### config.mk
export PLATFORM = sky130hd
export DESIGN_NAME = svr_rr_arbiter
export DESIGN_NICKNAME = d
export VERILOG_FILES = /design/src/rtl/svr_rr_arbiter.sv
export SDC_FILE = /design/constraint.sdc
export NUM_CORES = 1
export LEC_CHECK = 0
export BUFFER_PORTS_ARGS = -buffer_cell sky130_fd_sc_hd__buf_2
export CORE_ASPECT_RATIO = 1.75
export CORE_MARGIN = 4
export CORE_UTILIZATION = 46
export CTS_CLUSTER_DIAMETER = 150
export DETAILED_ROUTE_END_ITERATION = 10
export MAX_ROUTING_LAYER = met4
export PLACE_DENSITY = 0.95
export SYNTH_ARGS = -nofsm -noshare
export SYNTH_HDL_FRONTEND = slang
export SYNTH_SLANG_ARGS = --single-unit
### constraint.sdc
create_clock -name clk -period 10.5 [get_ports clk]
set_clock_uncertainty 0.2 [all_clocks]
set_input_delay 0.525 -clock clk [delete_from_list [all_inputs] [get_ports clk]]
set_output_delay 0.525 -clock clk [all_outputs]
set_load 0.02 [all_outputs]
### src/rtl/svr_rr_arbiter.sv
// svr_rr_arbiter: packet-atomic round-robin arbiter that merges NUM_REQ valid/ready
// requester channels onto one registered valid/ready output channel.
module svr_rr_arbiter #(
    parameter int DATA_WIDTH = 32,
    parameter int NUM_REQ    = 4,
    parameter int ID_WIDTH   = $clog2(NUM_REQ)
) (
    input  logic                          clk,
    input  logic                          rst,
    input  logic [NUM_REQ-1:0]            s_valid,
    output logic [NUM_REQ-1:0]            s_ready,
    input  logic [NUM_REQ*DATA_WIDTH-1:0] s_data,
    input  logic [NUM_REQ-1:0]            s_last,
    output logic                          m_valid,
    input  logic                          m_ready,
    output logic [DATA_WIDTH-1:0]         m_data,
    output logic                          m_last,
    output logic [ID_WIDTH-1:0]           m_id,
    output logic [NUM_REQ-1:0]            grant
);

    localparam logic STATE_IDLE = 1'b0;
    localparam logic STATE_BUSY = 1'b1;

    logic                  state_r;
    logic [ID_WIDTH-1:0]   ptr_r;
    logic [ID_WIDTH-1:0]   owner_r;
    logic [NUM_REQ-1:0]    grant_r;
    logic                  m_valid_r;
    logic [DATA_WIDTH-1:0] m_data_r;
    logic                  m_last_r;
    logic [ID_WIDTH-1:0]   m_id_r;

    logic                  pick_found_s;
    logic [ID_WIDTH-1:0]   pick_idx_s;
    logic [NUM_REQ-1:0]    pick_onehot_s;
    logic [NUM_REQ-1:0]    s_ready_s;
    logic                  out_free_s;
    logic                  owner_valid_s;
    logic                  owner_last_s;
    logic [DATA_WIDTH-1:0] owner_data_s;
    logic                  owner_xfer_s;

    // Round-robin search: the winner is the set request with the smallest rotated
    // distance from last_owner+1, so the previous owner is considered last.
    function automatic logic [ID_WIDTH:0] rr_pick(
        input logic [NUM_REQ-1:0]  req,
        input logic [ID_WIDTH-1:0] last_owner
    );
        int                  best_d;
        int                  d;
        logic                take;
        logic [ID_WIDTH-1:0] sel;
        best_d = NUM_REQ;
        sel    = '0;
        for (int j = 0; j < NUM_REQ; j++) begin
            d      = (j + 2 * NUM_REQ - int'(last_owner) - 1) % NUM_REQ;
            take   = req[j] && (d < best_d);
            sel    = take ? ID_WIDTH'(j) : sel;
            best_d = take ? d : best_d;
        end
        return {(best_d < NUM_REQ), sel};
    endfunction

    // Owner channel selection, ready generation and next-owner search.
    always_comb begin
        {pick_found_s, pick_idx_s} = rr_pick(s_valid, ptr_r);
        out_free_s    = !m_valid_r || m_ready;
        owner_valid_s = 1'b0;
        owner_last_s  = 1'b0;
        owner_data_s  = '0;
        s_ready_s     = '0;
        pick_onehot_s = '0;
        for (int i = 0; i < NUM_REQ; i++) begin
            owner_valid_s    = (owner_r == ID_WIDTH'(i)) ? s_valid[i] : owner_valid_s;
            owner_last_s     = (owner_r == ID_WIDTH'(i)) ? s_last[i] : owner_last_s;
            owner_data_s     = (owner_r == ID_WIDTH'(i)) ? s_data[i*DATA_WIDTH +: DATA_WIDTH]
                                                         : owner_data_s;
            // ready comes only from registered state and m_ready, never from s_valid
            s_ready_s[i]     = (state_r == STATE_BUSY) && (owner_r == ID_WIDTH'(i)) && out_free_s;
            pick_onehot_s[i] = (pick_idx_s == ID_WIDTH'(i));
        end
        owner_xfer_s = (state_r == STATE_BUSY) && owner_valid_s && out_free_s;
    end

    // Ownership FSM: lock an owner in IDLE, release it only on its last beat.
    always_ff @(posedge clk) begin
        if (rst) begin
            state_r <= STATE_IDLE;
            ptr_r   <= ID_WIDTH'(NUM_REQ - 1);
            owner_r <= '0;
            grant_r <= '0;
        end else begin
            case (state_r)
                STATE_IDLE: begin
                    if (pick_found_s) begin
                        owner_r <= pick_idx_s;
                        grant_r <= pick_onehot_s;
                        state_r <= STATE_BUSY;
                    end else begin
                        grant_r <= '0;
                    end
                end
                STATE_BUSY: begin
                    if (owner_xfer_s && owner_last_s) begin
                        ptr_r   <= owner_r;
                        grant_r <= '0;
                        state_r <= STATE_IDLE;
                    end else begin
                        state_r <= STATE_BUSY;
                    end
                end
                default: begin
                    state_r <= STATE_IDLE;
                    grant_r <= '0;
                end
            endcase
        end
    end

    // Output skid-free register: load on owner transfer, drain on m_ready.
    always_ff @(posedge clk) begin
        if (rst) begin
            m_valid_r <= 1'b0;
            m_data_r  <= '0;
            m_last_r  <= 1'b0;
            m_id_r    <= '0;
        end else if (owner_xfer_s) begin
            m_valid_r <= 1'b1;
            m_data_r  <= owner_data_s;
            m_last_r  <= owner_last_s;
            m_id_r    <= owner_r;
        end else if (m_valid_r && m_ready) begin
            m_valid_r <= 1'b0;
        end else begin
            m_valid_r <= m_valid_r;
        end
    end

    assign s_ready = s_ready_s;
    assign grant   = grant_r;
    assign m_valid = m_valid_r;
    assign m_data  = m_data_r;
    assign m_last  = m_last_r;
    assign m_id    = m_id_r;

endmodule
Word level (Yosys, flattened, before mapping)
Cells that the tools add are included.
{"block": "classes", "n_addsub": 8, "magnitude_cmp": 5, "n_eq_ne": 7, "mux": 27, "bitwise": 5, "reduce_logical": 27}
{"operator": "two-way mux 32 bit", "count": 8}
{"operator": "< comparator 3 x 32 -> 1 bit", "count": 3}
{"operator": "< comparator 32 x 4 -> 1 bit, second input constant", "count": 1}
{"operator": "subtractor 5 x 2 -> 6 bit, second input constant", "count": 4}
{"operator": "subtractor 4 x 2 -> 5 bit, first input constant", "count": 4}
{"operator": "logical AND 1 bit", "count": 16}
{"operator": "two-way mux 1 bit", "count": 13}
{"operator": "== test 2 bit, second input constant", "count": 4}
{"operator": "two-way mux 4 bit", "count": 2}
{"operator": "case mux 4 bit (2 select lines)", "count": 1}
{"operator": "OR reduction 2 bit", "count": 4}
{"operator": "bitwise AND 1 bit", "count": 4}
{"operator": "== test 2 x 1 -> 1 bit, second input constant", "count": 2}
{"operator": "logical NOT 2 bit", "count": 2}
{"operator": "< comparator 3 x 4 -> 1 bit, second input constant", "count": 1}
{"operator": "two-way mux 2 bit", "count": 2}
{"operator": "AND reduction 2 bit", "count": 2}
{"operator": "!= test 2 x 1 -> 1 bit, second input constant", "count": 1}
{"operator": "case mux 1 bit (2 select lines)", "count": 1}
{"operator": "nonzero test 2 bit", "count": 1}
{"operator": "logical NOT 1 bit", "count": 1}
{"operator": "logical OR 1 bit", "count": 1}
{"operator": "inverter 1 bit", "count": 1}
{"block": "word_totals", "ff_bits": 45, "output_inout_bits": 44, "elab_cells": 87}

Logic depth before layout (Yosys ltp)
{"block": "depth", "word_depth": 19, "depth_mapped": 18}

Least setup slack after synthesis
No wires, ideal clock.
{"block": "synth_path", "path_type": "register -> register", "startpoint": "reg ptr_r[0]", "endpoint": "reg owner_r[0]", "setup_ps": 114, "t_arrival_ps": 3618, "t_required_ps": 10186, "setup_slack_ps": 6567, "path_stages_with_launch": 19, "path_buffers": 1, "period_less_slack_ps": 3933, "cell_sequence": "dfxtp_1 buf_2 inv_1 ha_1 or3b_1 nand2_1 nand3_1 a31o_2 ha_1 o21ai_0 o2111ai_1 a21oi_1 a31o_2 ha_1 o22ai_1 a21oi_1 nor3_1 nor4b_2 a2111oi_0"}
{"block": "synth_between", "elab_chain_cells": 18, "elab_cells_between_ends": 33}
{"element": "start, declared", "line": "26", "source": "logic [ID_WIDTH-1:0] ptr_r;"}
{"element": "start signal, assigned", "line": "90", "source": "ptr_r <= ID_WIDTH'(NUM_REQ - 1);"}
{"element": "start signal, assigned", "line": "106", "source": "ptr_r <= owner_r;"}
{"element": "subtractor 4 x 2 -> 5 bit", "line": "57", "source": "d = (j + 2 * NUM_REQ - int'(last_owner) - 1) % NUM_REQ;"}
{"element": "subtractor 5 x 2 -> 6 bit", "line": "57"}
{"element": "OR reduction 2 bit (no line)"}
{"element": "bitwise AND 1 bit (no line)"}
{"element": "< comparator 3 x 4 -> 1 bit", "line": "58", "source": "take = req[j] && (d < best_d);"}
{"element": "logical AND 1 bit", "line": "58"}
{"element": "two-way mux 32 bit", "line": "60", "source": "best_d = take ? d : best_d;"}
{"element": "< comparator 3 x 32 -> 1 bit", "line": "58"}
{"element": "[2 not listed]"}
{"element": "< comparator 3 x 32 -> 1 bit", "line": "58"}
{"element": "logical AND 1 bit", "line": "58"}
{"element": "two-way mux 32 bit", "line": "60"}
{"element": "< comparator 3 x 32 -> 1 bit", "line": "58"}
{"element": "logical AND 1 bit", "line": "58"}
{"element": "two-way mux 32 bit", "line": "60"}
{"element": "< comparator 32 x 4 -> 1 bit", "line": "62", "source": "return {(best_d < NUM_REQ), sel};"}
{"element": "AND reduction 2 bit (no line)"}
{"element": "end signal, assigned", "line": "97", "source": "owner_r <= pick_idx_s;"}
{"element": "end, declared", "line": "27", "source": "logic [ID_WIDTH-1:0] owner_r;"}
Several ways; a longest one is shown, not always the timed one.
A chain may end at the register's enable or synchronous reset.

Final worst setup path
Ends and elaborated chain as after synthesis.

==> metrics.cfg <==
[outcome]
run_status=finished, final reports clean

[worst_hold_path]
hold_path_depth=2
hold_class=reg -> reg

[global_route]
overflow=0
grt_pass1_wl_mm=14.5
grt_max_degree=48
antenna_found_initial=1
first_global_vias=2998
grt_use_total_pct=25.8

[synth]
yosysSeqAreaShare_pct=31.9
synth_commonest_cells=76 x nand2_1, 45 x dfxtp_1, 41 x a21oi_1
ys_dominant_reg_cell=dfxtp_1
ys_ff_latch=45
synth_edf_count=0
synth_nets=443
postSynthAreaPerCell_um2=9.58
yosys-top-cells-area=dfxtp_1 32%, mux4_2 27%, nand2_1 10%
netlist_instances=295
async_reset_ff_share_pct=0
synth_most_common_cell=nand2_1
yosys.area.top_type=dfxtp_1
synth_cell_types=42
yosysWarnings=0
synthesis.area_mm2=0.00283
synth_top_area_share_pct=31.9

[setup_path]
crit_type=reg -> reg
critPathMaxFanout=11
r2r_cells=17
end_kind=flop
required_ps=10450
cp_slowest_cell=dfxtp_1
cp.arrival_ps=4500
critPathMaxStageDelay_ps=590
cp-start-kind=flop
cp_cell_sequence=inv_1 > ha_1 > or3b_1 > nand2_1 > nand3_1 > a31o_2 > ha_1 > o21ai_0 > o2111ai_1 > a21oi_1 > a31o_2 > ha_1 > o22ai_1 > a21oi_1 > nor3_1 > nor4b_2 > a2111oi_0
crit_top_cell=ha_1

[routing]
vias_per_cell=5.66
drt_iter0_drc=189
first_pass_iters=4
wl_mm=9.56
ant_nets=0
drc=0
wl_per_cell_um=17.7
via_count=3058

[pwr]
max-vdd-ir-drop_v=0.000111
p_sw_share_pct=40.5
comb_power_share_pct=52.2
pwr-share-clk_pct=14.4
power.density_mw_per_mm2=194
p_int_uw=440
power_switching_uw=300
leakagePower_nw=1.78
p_seq_share_pct=33.4

[layout]
drive_gt1_share_pct=50.8
multi_input_area_mm2=0.00178
ff_latch_area_um2=903
fillers=541
num-nets-final=609
area_growth_pct=35.1
instances_no_fill=540

[floorplanning]
initial_utilization_pct=47.7
dieArea_mm2=0.00751
fp.dieH_um=112
pin_count=183
dieWidth_um=67.3
rows=37
design.core.area_mm2=0.00593

[timing]
tns_ps=0
slew-limit-headroom_pct=26.0
fin_crit_sh_pct=43.3
setup_viol=0
rsz0062_at_grt=false
worstMarginPinSlew_ps=1110
hold_viol_final=0
slew_violations=0
layout_min_cycle_time_ps=4550
max_freq_mhz=220

[clock_network]
clkTransAtPathRegs_ps=80
post_cts_resized=0
tritoncts=built
cts_setup_buffers=0
clockBufferDepth=2
cts_buffers=5
clock-root-buffer=clkbuf_8
cts_hold_buf=0
clock-sinks=45
cts-htree-levels=2
clkLatencyLatePin_ps=290

[flow_run]
drv_cap=0

[placed_design]
dp.cells=532
dp_hpwl_mm=7.66
gp_congestion=0.902
portBuffers=182

==> cell usage in the layout (no fill, tap or decap), types with 2 or more instances in the layout <==
cell type and n:
mux2i_1 3, nor3_1 3, a211o_1 2, a21oi_1 41, nand3_1 3, dfxtp_1 43, and2_1 2, and3_1 5
o21ai_0 3, buf_2 182, nand2_1 76, dfxtp_2 2, clkbuf_8 6, mux4_2 34, ha_1 9, buf_4 2
a31o_2 2, a21bo_2 2, inv_1 6, nor2_1 12
==> state kept, by name (all words and copies together), names as in the netlist <==
signal / cells
grant: 4
owner_r: 2
m_data: 32
m_last: 1
m_valid: 1
state_r: 1
m_id: 2
ptr_r: 2
==> cell families after synthesis <==
logic type	count (synthesis)	synth area share [%]
multiplexers	37	28.2
AO/OA/AOI/OAI	61	13.0
AND/OR/NAND/NOR	111	17.5
XOR/XNOR	1	0.310
adder cells (fa/ha/maj)	9	3.98
buffers and inverters	31	5.18
flip-flops	45	31.9
==> final timing paths <==
kind,from,slack (ps),endpoint
max,ptr_r[0],5950,owner_r[0]
max reg2reg,ptr_r[0],5950,owner_r[0]
min,m_data[19],250,m_data[19]
min reg2reg,m_data[19],250,m_data[19]
==> through the flow <==
step,setup WS [ps],total power [mW],cell area [um^2],utilization [%],hold WS (ps)
after floorplan,6570,0.533,2830,-,290
after global placement,6250,0.625,3730,62.9,239
after detailed placement,6050,0.639,3730,62.9,245
after CTS,6020,0.745,3810,64.4,255
after global routing,5720,0.791,3820,64.4,274
final,5950,0.740,3820,64.4,251
==> final cells by class <==
cell class,count,area share [%]
Multi-Input combinational cell,219,46.6
Sequential cell,45,23.7
Tap cell,78,2.56
Clock buffer,7,2.26
Timing Repair Buffer,184,24.3
Antenna cell,1,0.0656
Inverter,6,0.590
==> metal layers <==
metal  vias to the layer above  wire length [um]  GRT usage (%)
met3                        20               639           4.34
met2                       152              5380           46.5
li1                       1404                 -              -
met1                      1482              3320           27.5
met4                         0               224           8.54
met5                         -                 0              -
==> critical path, delay by kind of cell (launching register included) <==
kind / cells / cell delay, ps
and+or+nand+nor: 5 / 1040
adders and majority gates: 3 / 780
DFF: 1 / 590
buffers and inverters: 1 / 170
AOI/OAI and AO/OA: 8 / 1620
==> power by group through the flow <==
stage	registers [mW]	logic (mW)	clock network (mW)
2_1_floorplan	0.259	0.274	0
3_3_place_gp	0.247	0.377	0
3_5_place_dp	0.250	0.389	0
4_1_cts	0.247	0.389	0.109
5_1_grt	0.254	0.419	0.118
6_report	0.247	0.386	0.107
(Power assumes the default switching activity.)
